===== config.mk =====
export PLATFORM = sky130hd
export DESIGN_NAME = pp_sklansky_sub16_pipe
export DESIGN_NICKNAME = d
export VERILOG_FILES = /design/src/rtl/pp_sklansky_sub16_pipe.sv
export SDC_FILE = /design/constraint.sdc
export NUM_CORES = 1
export LEC_CHECK = 0
export CAP_MARGIN = 20
export CORE_MARGIN = 1.5
export CORE_UTILIZATION = 56
export DETAILED_ROUTE_END_ITERATION = 6
export GPL_TIMING_DRIVEN = 0
export PLACE_DENSITY_LB_ADDON = 0.12
export SLEW_MARGIN = 25
export SYNTH_ARGS = -nofsm -noshare
export SYNTH_HDL_FRONTEND = slang
export SYNTH_SLANG_ARGS = --single-unit

===== constraint.sdc =====
create_clock -name clk -period 2.4 [get_ports clk]
set_input_delay 0.36 -clock clk [delete_from_list [all_inputs] [get_ports clk]]
set_output_delay 0.36 -clock clk [all_outputs]
set_load 0.05 [all_outputs]

===== src/rtl/pp_sklansky_sub16_pipe.sv =====
// Two-stage pipelined 16-bit subtractor built on a Sklansky parallel-prefix
// carry tree. Stage 1 holds 4-bit group generate/propagate. Stage 2 holds the
// difference and the status flags. A valid/ready handshake on both sides
// buffers up to two results.
module pp_sklansky_sub16_pipe (
    input  logic        clk,
    input  logic        rst_n,
    input  logic [15:0] a,
    input  logic [15:0] b,
    input  logic        in_valid,
    output logic        in_ready,
    output logic [15:0] diff,
    output logic        borrow_out,
    output logic        overflow,
    output logic        out_valid,
    input  logic        out_ready
);

    localparam int unsigned W = 16;

    // One Sklansky level. Every bit whose index has bit 'lvl' set merges with
    // the top bit of the lower half of its span. Returns {p_new, g_new}.
    function automatic logic [2*W-1:0] sk_level(input logic [W-1:0] g,
                                                input logic [W-1:0] p,
                                                input int unsigned  lvl);
        logic [W-1:0] gn;
        logic [W-1:0] pn;
        int unsigned  j;
        gn = g;
        pn = p;
        for (int unsigned i = 0; i < W; i++) begin
            if (i[lvl]) begin
                j     = ((i >> lvl) << lvl) - 1;
                gn[i] = g[i] | (p[i] & g[j]);
                pn[i] = p[i] & p[j];
            end
        end
        return {pn, gn};
    endfunction

    // Stage-1 combinational signals
    logic [W-1:0] p_bit;
    logic [W-1:0] g_l0, p_l0, g_l1, p_l1, g_l2, p_l2;

    // Stage-1 registers
    logic [W-1:0] g2_q, g2_d, p2_q, p2_d, p_q, p_d;
    logic         a15_q, a15_d, b15_q, b15_d, v1_q, v1_d;

    // Stage-2 combinational signals
    logic [W-1:0] g_l3, p_l3, g_l4, diff_c;
    logic         borrow_c, ovf_c;

    // Stage-2 registers
    logic [W-1:0] diff_q, diff_d;
    logic         borrow_q, borrow_d, ovf_q, ovf_d, v2_q, v2_d;

    logic         load1, load2;

    // Bit generate/propagate of a + ~b, then prefix levels 1-2 (4-bit spans)
    always_comb begin
        p_bit = a ^ ~b;
        g_l0  = a & ~b;
        p_l0  = p_bit;
        // Carry-in of 1 acts as a generate at bit -1, folded into bit 0
        g_l0[0] = g_l0[0] | p_bit[0];
        p_l0[0] = 1'b0;
        {p_l1, g_l1} = sk_level(g_l0, p_l0, 0);
        {p_l2, g_l2} = sk_level(g_l1, p_l1, 1);
    end

    // Prefix levels 3-4, sum XOR and status flags from stage-1 registers
    always_comb begin
        {p_l3, g_l3} = sk_level(g2_q, p2_q, 2);
        g_l4         = W'(sk_level(g_l3, p_l3, 3));
        diff_c       = p_q ^ {g_l4[W-2:0], 1'b1};
        borrow_c     = ~g_l4[W-1];
        ovf_c        = (a15_q != b15_q) && (diff_c[W-1] != a15_q);
    end

    // Handshake: S2 drains or is empty; S1 accepts when it can advance
    always_comb begin
        in_ready = rst_n & (~v1_q | ~v2_q | out_ready);
        load2    = v1_q & (~v2_q | out_ready);
        load1    = in_valid & in_ready;
    end

    // Next-state for both stages; data registers only move on a load
    always_comb begin
        g2_d     = g2_q;
        p2_d     = p2_q;
        p_d      = p_q;
        a15_d    = a15_q;
        b15_d    = b15_q;
        v1_d     = v1_q;
        diff_d   = diff_q;
        borrow_d = borrow_q;
        ovf_d    = ovf_q;
        v2_d     = v2_q;

        if (load1) begin
            g2_d  = g_l2;
            p2_d  = p_l2;
            p_d   = p_bit;
            a15_d = a[W-1];
            b15_d = b[W-1];
            v1_d  = 1'b1;
        end else if (load2) begin
            v1_d  = 1'b0;
        end

        if (load2) begin
            diff_d   = diff_c;
            borrow_d = borrow_c;
            ovf_d    = ovf_c;
            v2_d     = 1'b1;
        end else if (out_ready) begin
            v2_d     = 1'b0;
        end
    end

    // Pipeline state registers with asynchronous clear
    always_ff @(posedge clk or negedge rst_n) begin
        if (!rst_n) begin
            g2_q     <= '0;
            p2_q     <= '0;
            p_q      <= '0;
            a15_q    <= 1'b0;
            b15_q    <= 1'b0;
            v1_q     <= 1'b0;
            diff_q   <= '0;
            borrow_q <= 1'b0;
            ovf_q    <= 1'b0;
            v2_q     <= 1'b0;
        end else begin
            g2_q     <= g2_d;
            p2_q     <= p2_d;
            p_q      <= p_d;
            a15_q    <= a15_d;
            b15_q    <= b15_d;
            v1_q     <= v1_d;
            diff_q   <= diff_d;
            borrow_q <= borrow_d;
            ovf_q    <= ovf_d;
            v2_q     <= v2_d;
        end
    end

    assign diff       = diff_q;
    assign borrow_out = borrow_q;
    assign overflow   = ovf_q;
    assign out_valid  = v2_q;

endmodule

# After elaboration in Yosys (flattened, before gate mapping)

Index checks and enable logic that the tools add are counted.

Muxes and demuxes: 4
Shift-type cells: 0
Div/mod/pow operators: 0
Bitwise logic cells: 95
Magnitude comparators: 0
Reduce and logical (&&, ||, !) cells: 3
$add $sub $neg: 0
Eq/ne operators: 2
Multipliers: 0

Operators with widths:

| cell              | number |
|---|---|
| $and 1x1->1       | 52 |
| $or 1x1->1        | 36 |
| $xor 16x16->16    | 2 |
| $and 16x16->16    | 1 |
| $not 16->16       | 1 |
| $mux 1            | 4 |
| $reduce_bool 2->1 | 2 |
| $not 1->1         | 3 |
| $ne 1x1->1        | 2 |
| $logic_and 1x1->1 | 1 |

Bits in latches: 0
Output and inout port bits: 20
Memory bits (writable): 0
Logic and storage cells: 114
ROM bits: 0
Memories kept: 0
Register bits after elaboration: 66
Input port bits: 36

# Logic depth before layout (Yosys ltp)

Gate-level depths: netlist (run 1).

Word-level depth: 7
Mapped depth: 6
Depth with buffers taken out: 6

# Worst setup path after synthesis (run 1)

OpenSTA, ideal clock, no wires.

Kind: reg-to-reg
Start point: reg v2_q (netlist: out_valid)
End point: reg diff_q[13] (netlist: diff[13])
Stages on the path, launching flop included: 7
Arrival time: 1.552 ns
Path buffers: 2
Clock period less this slack: 1.688 ns
Path slack: 0.712 ns
Required time: 2.264 ns
Path through: dfrtp_1 -> nor2b_1 -> nand2b_1 -> buf_2 -> buf_2 -> mux2i_1 -> o311ai_1

Longest elaborated chain between the ends: 3

RTL lines:

| what                     | RTL line | text |
|---|---|---|
| start: declaration       | 55       | `logic borrow_q, borrow_d, ovf_q, ovf_d, v2_q, v2_d;` |
| start signal: assignment | 144      | `v2_q <= v2_d;` |
| $not 1->1                | 83       | `load2 = v1_q & (~v2_q \| out_ready);` |
| $or 1x1->1               | 83       |  |
| $and 1x1->1              | 83       |  |
| end signal: assignment   | 141      | `diff_q <= diff_d;` |
| end: declaration         | 54       | `logic [W-1:0] diff_q, diff_d;` |

Every way passes these cells.
A chain may end at the register's enable or synchronous reset.

# Worst setup path after layout (run 1)

Start point: in out_ready
End point: out in_ready

Longest elaborated chain between the ends: 2

RTL lines:

| what               | RTL line | text |
|---|---|---|
| start: declaration | 16       | `input logic out_ready` |
| $or 1x1->1         | 82       | `in_ready = rst_n & (~v1_q \| ~v2_q \| out_ready);` |
| $and 1x1->1        | 82       |  |
| end: declaration   | 11       | `output logic in_ready,` |

Every way passes these cells.

==> results of run 1 <==
logic make-up (layout without fill, tap and decap cells):
| group | Yosys count | in the layout |
|---|---|---|
| mux | 30 | 30 |
| flops | 63 | 63 |
| compound gates | 56 | 56 |
| simple gates | 61 | 61 |
| buf+inv | 31 | 104 |
| xor+xnor | 10 | 10 |
| fa+ha+maj | 18 | 18 |
worst min-delay path by stage:
stage               end    from  cells after the start  slack, ns
2_1_floorplan     a15_q   rst_n                      0       0.06
3_3_place_gp    diff[0]  p_q[0]                      1       0.45
3_5_place_dp   diff[10]   rst_n                      1       0.29
4_1_cts         p_q[13]   rst_n                      3       0.09
5_1_grt        p2_q[13]   rst_n                      3       0.10
6_report        p_q[13]   rst_n                      3       0.08
timing repair:
| action | 4_1_cts | 5_1_grt |
|---|---|---|
| endpoints found under the setup margin | 0 | 0 |
| hold buffers | 2 | 0 |
| hold endpoints to repair | 25 | 0 |
through the flow:
stage,instances,instance area (um2)
after floorplan,269,2990
after global placement,394,3630
after detailed placement,395,3650
after CTS,412,3880
after global routing,412,3870
final,412,3870
sequential cells by signal, indices dropped and copies added (netlist names):
register	cells
diff	16
g2_q	16
p_q	16
p2_q	9
a15_q	1
b15_q	1
borrow_out	1
out_valid	1
overflow	1
v1_q	1
layout by cell type, fill, tap and decap left out, drive strengths merged:
cell	n
clkbuf	15
nor3	2
a21o	9
or2	1
o21ai	27
nand4	3
a21oi	9
o311ai	2
dfrtp	63
nor2	3
nand3	5
a221oi	1
clkinv	3
o31a	1
mux2i	2
mux2	28
inv	21
xnor2	4
o21a	2
and2	1
ha	18
and3	2
nand3b	2
nand2	34
a211oi	2
a2111o	3
bufinv	1
nand2b	2
buf	10
clkdlybuf4s50	54
xor2	6
nand4b	1
nor2b	5
cell type report:
| cell class | instances | area (um2) |
|---|---|---|
| Tap cell | 70 | 87.6 |
| Clock inverter | 4 | 45.0 |
| Timing Repair Buffer | 58 | 593 |
| Fill cell | 367 | 1270 |
| Sequential cell | 63 | 1580 |
| Buffer | 10 | 43.8 |
| Multi-Input combinational cell | 175 | 1290 |
| Clock buffer | 11 | 151 |
| Inverter | 21 | 78.8 |
worst max-delay path, cell delays in order:
cell and delay (ns):
clkdlybuf4s50_1 0.47, nand3b_1 0.15, and2_1 0.13, clkdlybuf4s50_1 0.79
power groups by stage:
stage / sequential, uW / clock, uW / combinational, uW
after floorplan: 1920 / 0 / 422
after global placement: 1490 / 0 / 1290
after detailed placement: 1500 / 0 / 1320
after CTS: 1480 / 926 / 1330
after global routing: 1520 / 974 / 1410
final: 1490 / 920 / 1320
metal layers:
metal,up-vias,routed length (um),global-route usage
li1,1071,-,-
met1,1065,2810,0.328
met2,68,2940,0.368
met3,16,296,0.0479
met4,0,192,0.122
met5,-,0,0
==> results.md, run 1 <==
- Yosys Warn Count: 0
- DRT antenna net count: 0
- R2R Setup Slk: roughly 0.75 ns
- Final Power: 3720 uW
- Post-synthesis mux area share: 0.112
- Critical path launch point type: input port
- HP Class: input port to async pin
- Io pins: 56
- Total gr overflow: 0
- Placeable Area: around 5100 um2
- Post-synth EDFFs: 0
- Main combinational cell family by area after synthesis: compound AO/OA/AOI/OAI gates
- Top cell type's share of synthesized area: 0.527
- Post-Synth Adder-Cell Area: 0.0752
- Max Clk Rate: 441 MHz
- Int Power: 2370 uW
- Outcome: complete, no violations
- Ant. Diodes: 0
- Die footprint: 5790 um2
- Largest net degree at the start of global routing: 39
- Tmin final: roughly 2.3 ns
- Gate Count Post-Synth: about 270
- Lkg Pwr: 0.00183 uW
- Worst vdd ir: 0.000832 V
- Clock power share: 0.247
- RSZ-0062 raised after global routing: no
- Post-Place Setup Slack: between 0.08 and 0.09 ns
- Post-CTS Setup Inserts: 0
- # Max-Cap Violations: 0
- Inserted Clock Buffers: 9
- Clock tree buffer depth: 2
- Critical Path Start: out_ready
- Final Max Slew Viols: 0
- Arrival time at the worst endpoint: 1.91 ns
- Clk_lat worst skew: 0.34 ns
- Vias in the first global route: 2268
- Seq pwr share: 0.399
- Clk sinks: 63
- H-Tree Level Count: 3
- Worst Setup EP: in_ready
- Comb pwr share: 0.354
- R2R cell count: 5
- Synth cell count leaders: dfrtp_1, nand2_1, mux2_2, o21ai_0, inv_1
- PostCTS Resize Cnt: 0
- Post-route setup TNS: 0 ns
- Worst R2R End: diff[1]
- DR iter-0 viols: 153
- Routed wire length: ~6.2 mm
- NetSw: 1350 uW
- DR DRC count: 0
- Most frequent cell after synthesis: dfrtp_1
- First-pass GRT wire length: roughly 11 mm
- Syn_area_per_cell: ~11 um2
- CP required: 2.04 ns
- Min setup slack post-route: 0.134 ns
- Seq/Total Area, Yosys: 0.527
- Critical path capture point type: output port
- Antenna violations before repair: 0
- Synth top area cells: dfrtp_1, mux2_2, ha_1
- Die height: 76.1 um
- Yosys cell types: 32
- Final setup viols: 0
- Port buffer count: 55
- Synthesis-stage register bit count: 63
- RD Place Congestion: 0.768
- Syn nets: 323
- DIE WIDTH: about 76 um
- Routed via count: 2220
- Switching share of power: 0.362
- Worst Max-Slew Pin Slew: around 0.56 ns
- Placement row count: 26
- Area growth syn-to-layout: 29.3%
- Synth Area in XOR/XNOR: 0.0293
- Fin crit share: 0.944
- CTS tree: yes
- Largest area contributor in the netlist: dfrtp_1
- Clock slew at reported path FFs: 0.07 ns
- Hpwl dp: 4.31 mm
- Simple-gate area share of the yosys netlist: 0.0953
- Net count, final: between 300 and 400
- Layout cells sized above 1: 0.161
- Wire length per cell: roughly 15 um
- FFs w/ async S/R, synth: 1.00
- Global Route Usage Sum: 0.241
- Synth Area in Compound Gates: 0.121
- Routed vias/inst: 5.39
- Starting Density: 0.583
- Layout Skew: 0.0103 ns
- Relative slew slack: 0.625
- Mapped Area: 2990 um2
- Hold Slack: 0.0791 ns
- Crit Path Class: input port to output port
- Core Util, Final: 0.753
- Power per Cell Area: between 900 and 1000 nW/um2
- Worst r2r src: out_valid
- Crit Path Max Fanout: 3
- First-pass DRT Iterations: 4
- Count of final hold-check violations: 0
- Clk root buf: clkbuf_8
- Top FF cell, synth: dfrtp_1
Power figures use the tool's default switching activity.
==> run 2, diff against run 1 <==
--- a/config.mk
+++ b/config.mk
@@ -9,7 +9,6 @@
 export CORE_MARGIN = 1.5
 export CORE_UTILIZATION = 56
 export DETAILED_ROUTE_END_ITERATION = 6
-export GPL_TIMING_DRIVEN = 0
 export PLACE_DENSITY_LB_ADDON = 0.12
 export SLEW_MARGIN = 25
 export SYNTH_ARGS = -nofsm -noshare
==> results.md, run 2 (synthesis results as in run 1) <==
- Highest-delay cell along the critical path: clkdlybuf4s50_1
- Total gr overflow: 0 (unchanged)
- Buf/Inv on CP: 1 (-1)
- CP peak stage delay: 0.82 ns (+0.03 ns)
- Arrival time at the worst endpoint: 1.52 ns (-0.39 ns)
- Clk_lat worst skew: 0.33 ns (about the same)
- Final Max Slew Viols: 0 (unchanged)
- First-pass DRT Iterations: 4 (unchanged)
- Worst vdd ir: 0.000737 V (-11%)
- Clk sinks: 63 (unchanged)
- Core Util, Final: 0.742 (-0.0110)
- Starting Density: 0.583 (unchanged)
- Power per Cell Area: 938 nW/um2 (-2.5%)
- HP Class: input port to async pin
- Count of final hold-check violations: 0 (unchanged)
- Tmin final: 1.88 ns (-0.384 ns)
- DIE WIDTH: 76.1 um (unchanged)
- Antenna violations before repair: 0 (unchanged)
- Layout cells sized above 1: 0.158 (-0.00261)
- Net count, final: 386 (-1.5%)
- Placeable Area: 5140 um2 (unchanged)
- Routed vias/inst: 5.32 (-1.2%)
- Die height: 76.1 um (unchanged)
- Routed wire length: 5.66 mm (-9.1%)
- Relative slew slack: 0.484 (-0.141)
- Post-route setup TNS: 0 ns (unchanged)
- DRT antenna net count: 0 (unchanged)
- Fin crit share: 0.784 (-0.160)
- Clock slew at reported path FFs: 0.06 ns (about the same)
- Outcome: complete, no violations
- Ant. Diodes: 0 (unchanged)
- Crit Path Class: register to output port
- Commonest non-fill, non-tap cell in the layout: dfrtp_1
- DR iter-0 viols: 95 (-38%)
- Layout Skew: 0.00607 ns (-0.00427 ns)
- CP top delay family: buffers and inverters
- Clock tree buffer depth: 2 (unchanged)
- Critical path capture point type: output port
- Placement row count: 26 (unchanged)
- RSZ-0062 raised after global routing: no
- Hpwl dp: 3.99 mm (-7.5%)
- Inserted Clock Buffers: 9 (unchanged)
- Routed via count: 2156 (-2.9%)
- H-Tree Level Count: 3 (unchanged)
- Lkg Pwr: 0.00181 uW (-1.3%)
- Worst path cell trace: clkdlybuf4s50_1
- Worst Max-Slew Pin Slew: 0.774 ns (+0.211 ns)
- Final setup viols: 0 (unchanged)
- CP required: 2.04 ns (about the same)
- Largest net degree at the start of global routing: 64 (+64%)
- Final Power: 3580 uW (-3.9%)
- Io pins: 56 (unchanged)
- Global Route Usage Sum: 0.224 (-0.0168)
- Die footprint: 5790 um2 (unchanged)
- Wire length per cell: 14.0 um (-7.6%)
- CTS tree: yes
- Most frequent cells in the layout: dfrtp_1, clkdlybuf4s50_1, nand2_1
- Post-CTS Setup Inserts: 0 (unchanged)
- Port buffer count: 55 (unchanged)
- Hold_buf cts: 0 (-2)
- Area growth syn-to-layout: 27.4%
- # Max-Cap Violations: 0 (unchanged)
- Max Clk Rate: 532 MHz (+20%)
- PostCTS Resize Cnt: 0 (unchanged)
- First-pass GRT wire length: 10.0 mm (-6.7%)
- Crit Path Max Fanout: 2 (-1)
- RD Place Congestion: 0.759 (-1.2%)
- DR DRC count: 0 (unchanged)
- Clk root buf: clkbuf_8
- Critical path launch point type: register
- Vias in the first global route: 2153 (-5.1%)
[run 2: layout make-up]
type | count | area, um2
flip-flops and latches | 63 | 1580
fillers | 399 | 1330
multi-input cells | 175 | 1300
repair buffers | 62 | 608
clock buffers | 13 | 159
well taps | 70 | 87.6
inverters | 21 | 78.8
clock inverters | 1 | 5.00
[run 2: stage by stage]
step	hold slack (ns)	area [um2]	instances	setup slack, ns
3_3_place_gp	0.450	3650	391	0.436
3_5_place_dp	0.468	3650	391	0.425
5_1_grt	0.381	3810	405	0.477
4_1_cts	0.333	3810	405	0.508
6_report	0.311	3810	405	0.519
2_1_floorplan	0.0644	2990	269	0.712
[run 2: final timing paths]
| kind | startpoint | to | slack [ns] | depth (start not counted) |
|---|---|---|---|---|
| max | overflow | overflow | 0.52 | 1 |
| min | rst_n | p_q[7] | 0.31 | 2 |
| max reg2reg | g2_q[3] | diff[13] | 0.81 | 4 |
| min reg2reg | p_q[0] | diff[0] | 0.47 | 1 |
| max in group asynchronous | rst_n | v1_q | 1.58 | 2 |
| min in group clk | p_q[0] | diff[0] | 0.47 | 1 |
[run 2: layer usage]
layer  GRT usage  wire length [um]  part of all wire  vias up
li1            -                 -                 -     1055
met1       0.289              2540              0.45     1040
met2       0.361              2770              0.49       49
met3      0.0431               184             0.033       12
met4       0.115               170             0.030        0
met5           0                 0                 0        -
[run 2: power breakdown]
part | switching (uW) | internal, uW | total (uW)
logic | 778 | 530 | 1310
clock network | 369 | 419 | 787
registers | 164 | 1320 | 1480
==> run 3, diff against run 2 <==
--- a/config.mk
+++ b/config.mk
@@ -7,7 +7,7 @@
 export LEC_CHECK = 0
 export CAP_MARGIN = 20
 export CORE_MARGIN = 1.5
-export CORE_UTILIZATION = 56
+export CORE_UTILIZATION = 47
 export DETAILED_ROUTE_END_ITERATION = 6
 export PLACE_DENSITY_LB_ADDON = 0.12
 export SLEW_MARGIN = 25
==> constraint.sdc (replaced) <==
create_clock -name clk -period 1.6 [get_ports clk]
set_input_delay 0.24 -clock clk [delete_from_list [all_inputs] [get_ports clk]]
set_output_delay 0.24 -clock clk [all_outputs]
set_load 0.05 [all_outputs]
==> results.md, run 3 (synthesis results as in run 1) <==
- H-Tree Level Count: 3 (unchanged)
- # Max-Cap Violations: 0 (unchanged)
- Clock tree buffer depth: 2 (unchanged)
- Die height: 82.8 um (+8.8%)
- Area growth syn-to-layout: 31.6%
- Hpwl dp: 4.01 mm (+0.69%)
- Routed wire length: 5.50 mm (-2.8%)
- Worst vdd ir: 0.000795 V (+7.9%)
- Commonest non-fill, non-tap cell in the layout: dfrtp_1
- DR iter-0 viols: 81 (-15%)
- Inserted Clock Buffers: 9 (unchanged)
- Core Util, Final: 0.654 (-0.0881)
- Outcome: complete, no violations
- Final Cell Area: 3940 um2 (+3.3%)
- Clk_lat worst skew: 0.33 ns (about the same)
- Clk root buf: clkbuf_8
- Most frequent cells in the layout: dfrtp_1, buf_4, nand2_1, clkdlybuf4s50_1, mux2_2
- Fin crit share: 0.971
- Lkg Pwr: 0.00191 uW (+6.0%)
- Max Clk Rate: between 600 and 700 MHz
- Worst r2r src: g2_q[3]
- Antenna violations before repair: 0 (unchanged)
- Worst Setup EP: in_ready
- Count of final hold-check violations: 0 (unchanged)
- Clk sinks: 63 (unchanged)
- Critical Path Start: out_ready
- Wire length per cell: 12.9 um (-7.8%)
- Crit Path Max Fanout: 2 (unchanged)
- R2R Setup Slk: 0.05 ns (-0.76 ns)
- RSZ-0062 raised after global routing: no
- Vias in the first global route: 2193 (+1.9%)
- Die footprint: 6860 um2 (+18%)
- Layout Skew: 0.00479 ns (-0.00127 ns)
- DRT antenna net count: 0 (unchanged)
- DIE WIDTH: 82.8 um (+8.8%)
- First-pass GRT wire length: 9.96 mm (-0.76%)
- Highest-delay cell along the critical path: clkdlybuf4s50_1
- Worst path cell trace: clkdlybuf4s50_1, nand3b_1, buf_4, and2_1, buf_12
- HP Class: input port to async pin
- Layout cells sized above 1: 0.250 (+0.0918)
- Placed cell area: 3750 um2 (+2.6%)
- Port buffer count: 55 (unchanged)
- Routed via count: 2155 (-0.046%)
- Arrival time at the worst endpoint: 1.31 ns (-0.21 ns)
- Net count, final: 401 (+3.9%)
- Routed vias/inst: 5.05 (-5.2%)
- Critical path capture point type: output port
- CTS tree: yes
- CP top delay family: buffers and inverters
- Buf/Inv on CP: 3 (+2)
- Global Route Usage Sum: 0.180 (-0.0439)
- Ant. Diodes: 0 (unchanged)
- Clock slew at reported path FFs: 0.06 ns (about the same)
- First-pass DRT Iterations: 4 (unchanged)
- RD Place Congestion: 0.775 (+2.1%)
- Worst R2R End: diff[13]
- Final Max Slew Viols: 0 (unchanged)
- R2R cell count: 4 (unchanged)
- Power per Cell Area: 1370 nW/um2 (+46%)
- Final setup viols: 0 (unchanged)
- Largest net degree at the start of global routing: 52 (-19%)
- Critical path depth: 5 (+4)
- Layout Cells excl Fill: 427 (+5.4%)
- Placed cell count: 409 (+4.6%)
- Crit Path Class: input port to output port
- DR DRC count: 0 (unchanged)
- Tmin final: around 1.6 ns
- CP peak stage delay: 0.42 ns (-0.40 ns)
- Total gr overflow: 0 (unchanged)
- Placeable Area: 6030 um2 (+17%)
- CP required: 1.36 ns (-0.68 ns)
- Starting Density: 0.497 (-0.0856)
- Critical path launch point type: input port
- Placement row count: 28 (+7.7%)
- Io pins: 56 (unchanged)
- Relative slew slack: 0.573 (+0.0884)
- Worst Max-Slew Pin Slew: 0.641 ns (-0.133 ns)
==> run 3: metal layers <==
layer,up-vias,share of wire,track usage
li1,1092,-,-
met5,-,0,0
met1,1009,0.47,0.232
met4,0,0.017,0.0909
met3,9,0.039,0.0378
met2,45,0.48,0.288
==> run 3: report_power, final <==
part	switching [uW]	total (uW)	internal (uW)
combinational	1180	1950	775
sequential	244	2220	1980
clock	559	1210	651
==> run 3: through the flow <==
step	setup TNS (ns)	power (uW)	setup WS [ns]	hold WS (ns)
after floorplan	0	3520	0.0460	-0.0556
after global placement	-2.96	4170	-0.219	0.249
after detailed placement	-3.15	4210	-0.253	0.246
after CTS	0	5440	0.0175	0.431
after global routing	0	5700	0.00682	0.454
final	0	5390	0.0456	0.421
==> run 3: worst reg2reg max path: stages (launching register included) <==
cell and delay (ns):
dfrtp_2 0.44, a21o_4 0.26, a21o_4 0.25, a2111o_1 0.41, o311ai_1 0.09
==> run 3: what timing repair did <==
item / CTS / global route
setup buffers: 0 / 1
endpoints found under the hold margin: 12 / 0
gates resized for setup: 0 / 3
hold buffers: 1 / 0
setup endpoints to repair: 0 / 4
==> run 3: worst min-delay path by stage <==
stage | from | to | slack, ns | depth (start not counted)
2_1_floorplan | rst_n | a15_q | -0.06 | 0
3_3_place_gp | rst_n | diff[0] | 0.25 | 2
3_5_place_dp | rst_n | diff[0] | 0.25 | 2
4_1_cts | rst_n | diff[2] | 0.43 | 3
5_1_grt | rst_n | g2_q[2] | 0.45 | 3
6_report | rst_n | diff[0] | 0.42 | 3
==> run 3: area by class of cell <==
cell class	count	area [um2]
clock buffer	16	170
tap	75	93.8
sequential	63	1580
fill	490	2080
multi-input combinational	175	1310
inverter	21	78.8
timing repair buffer	77	713
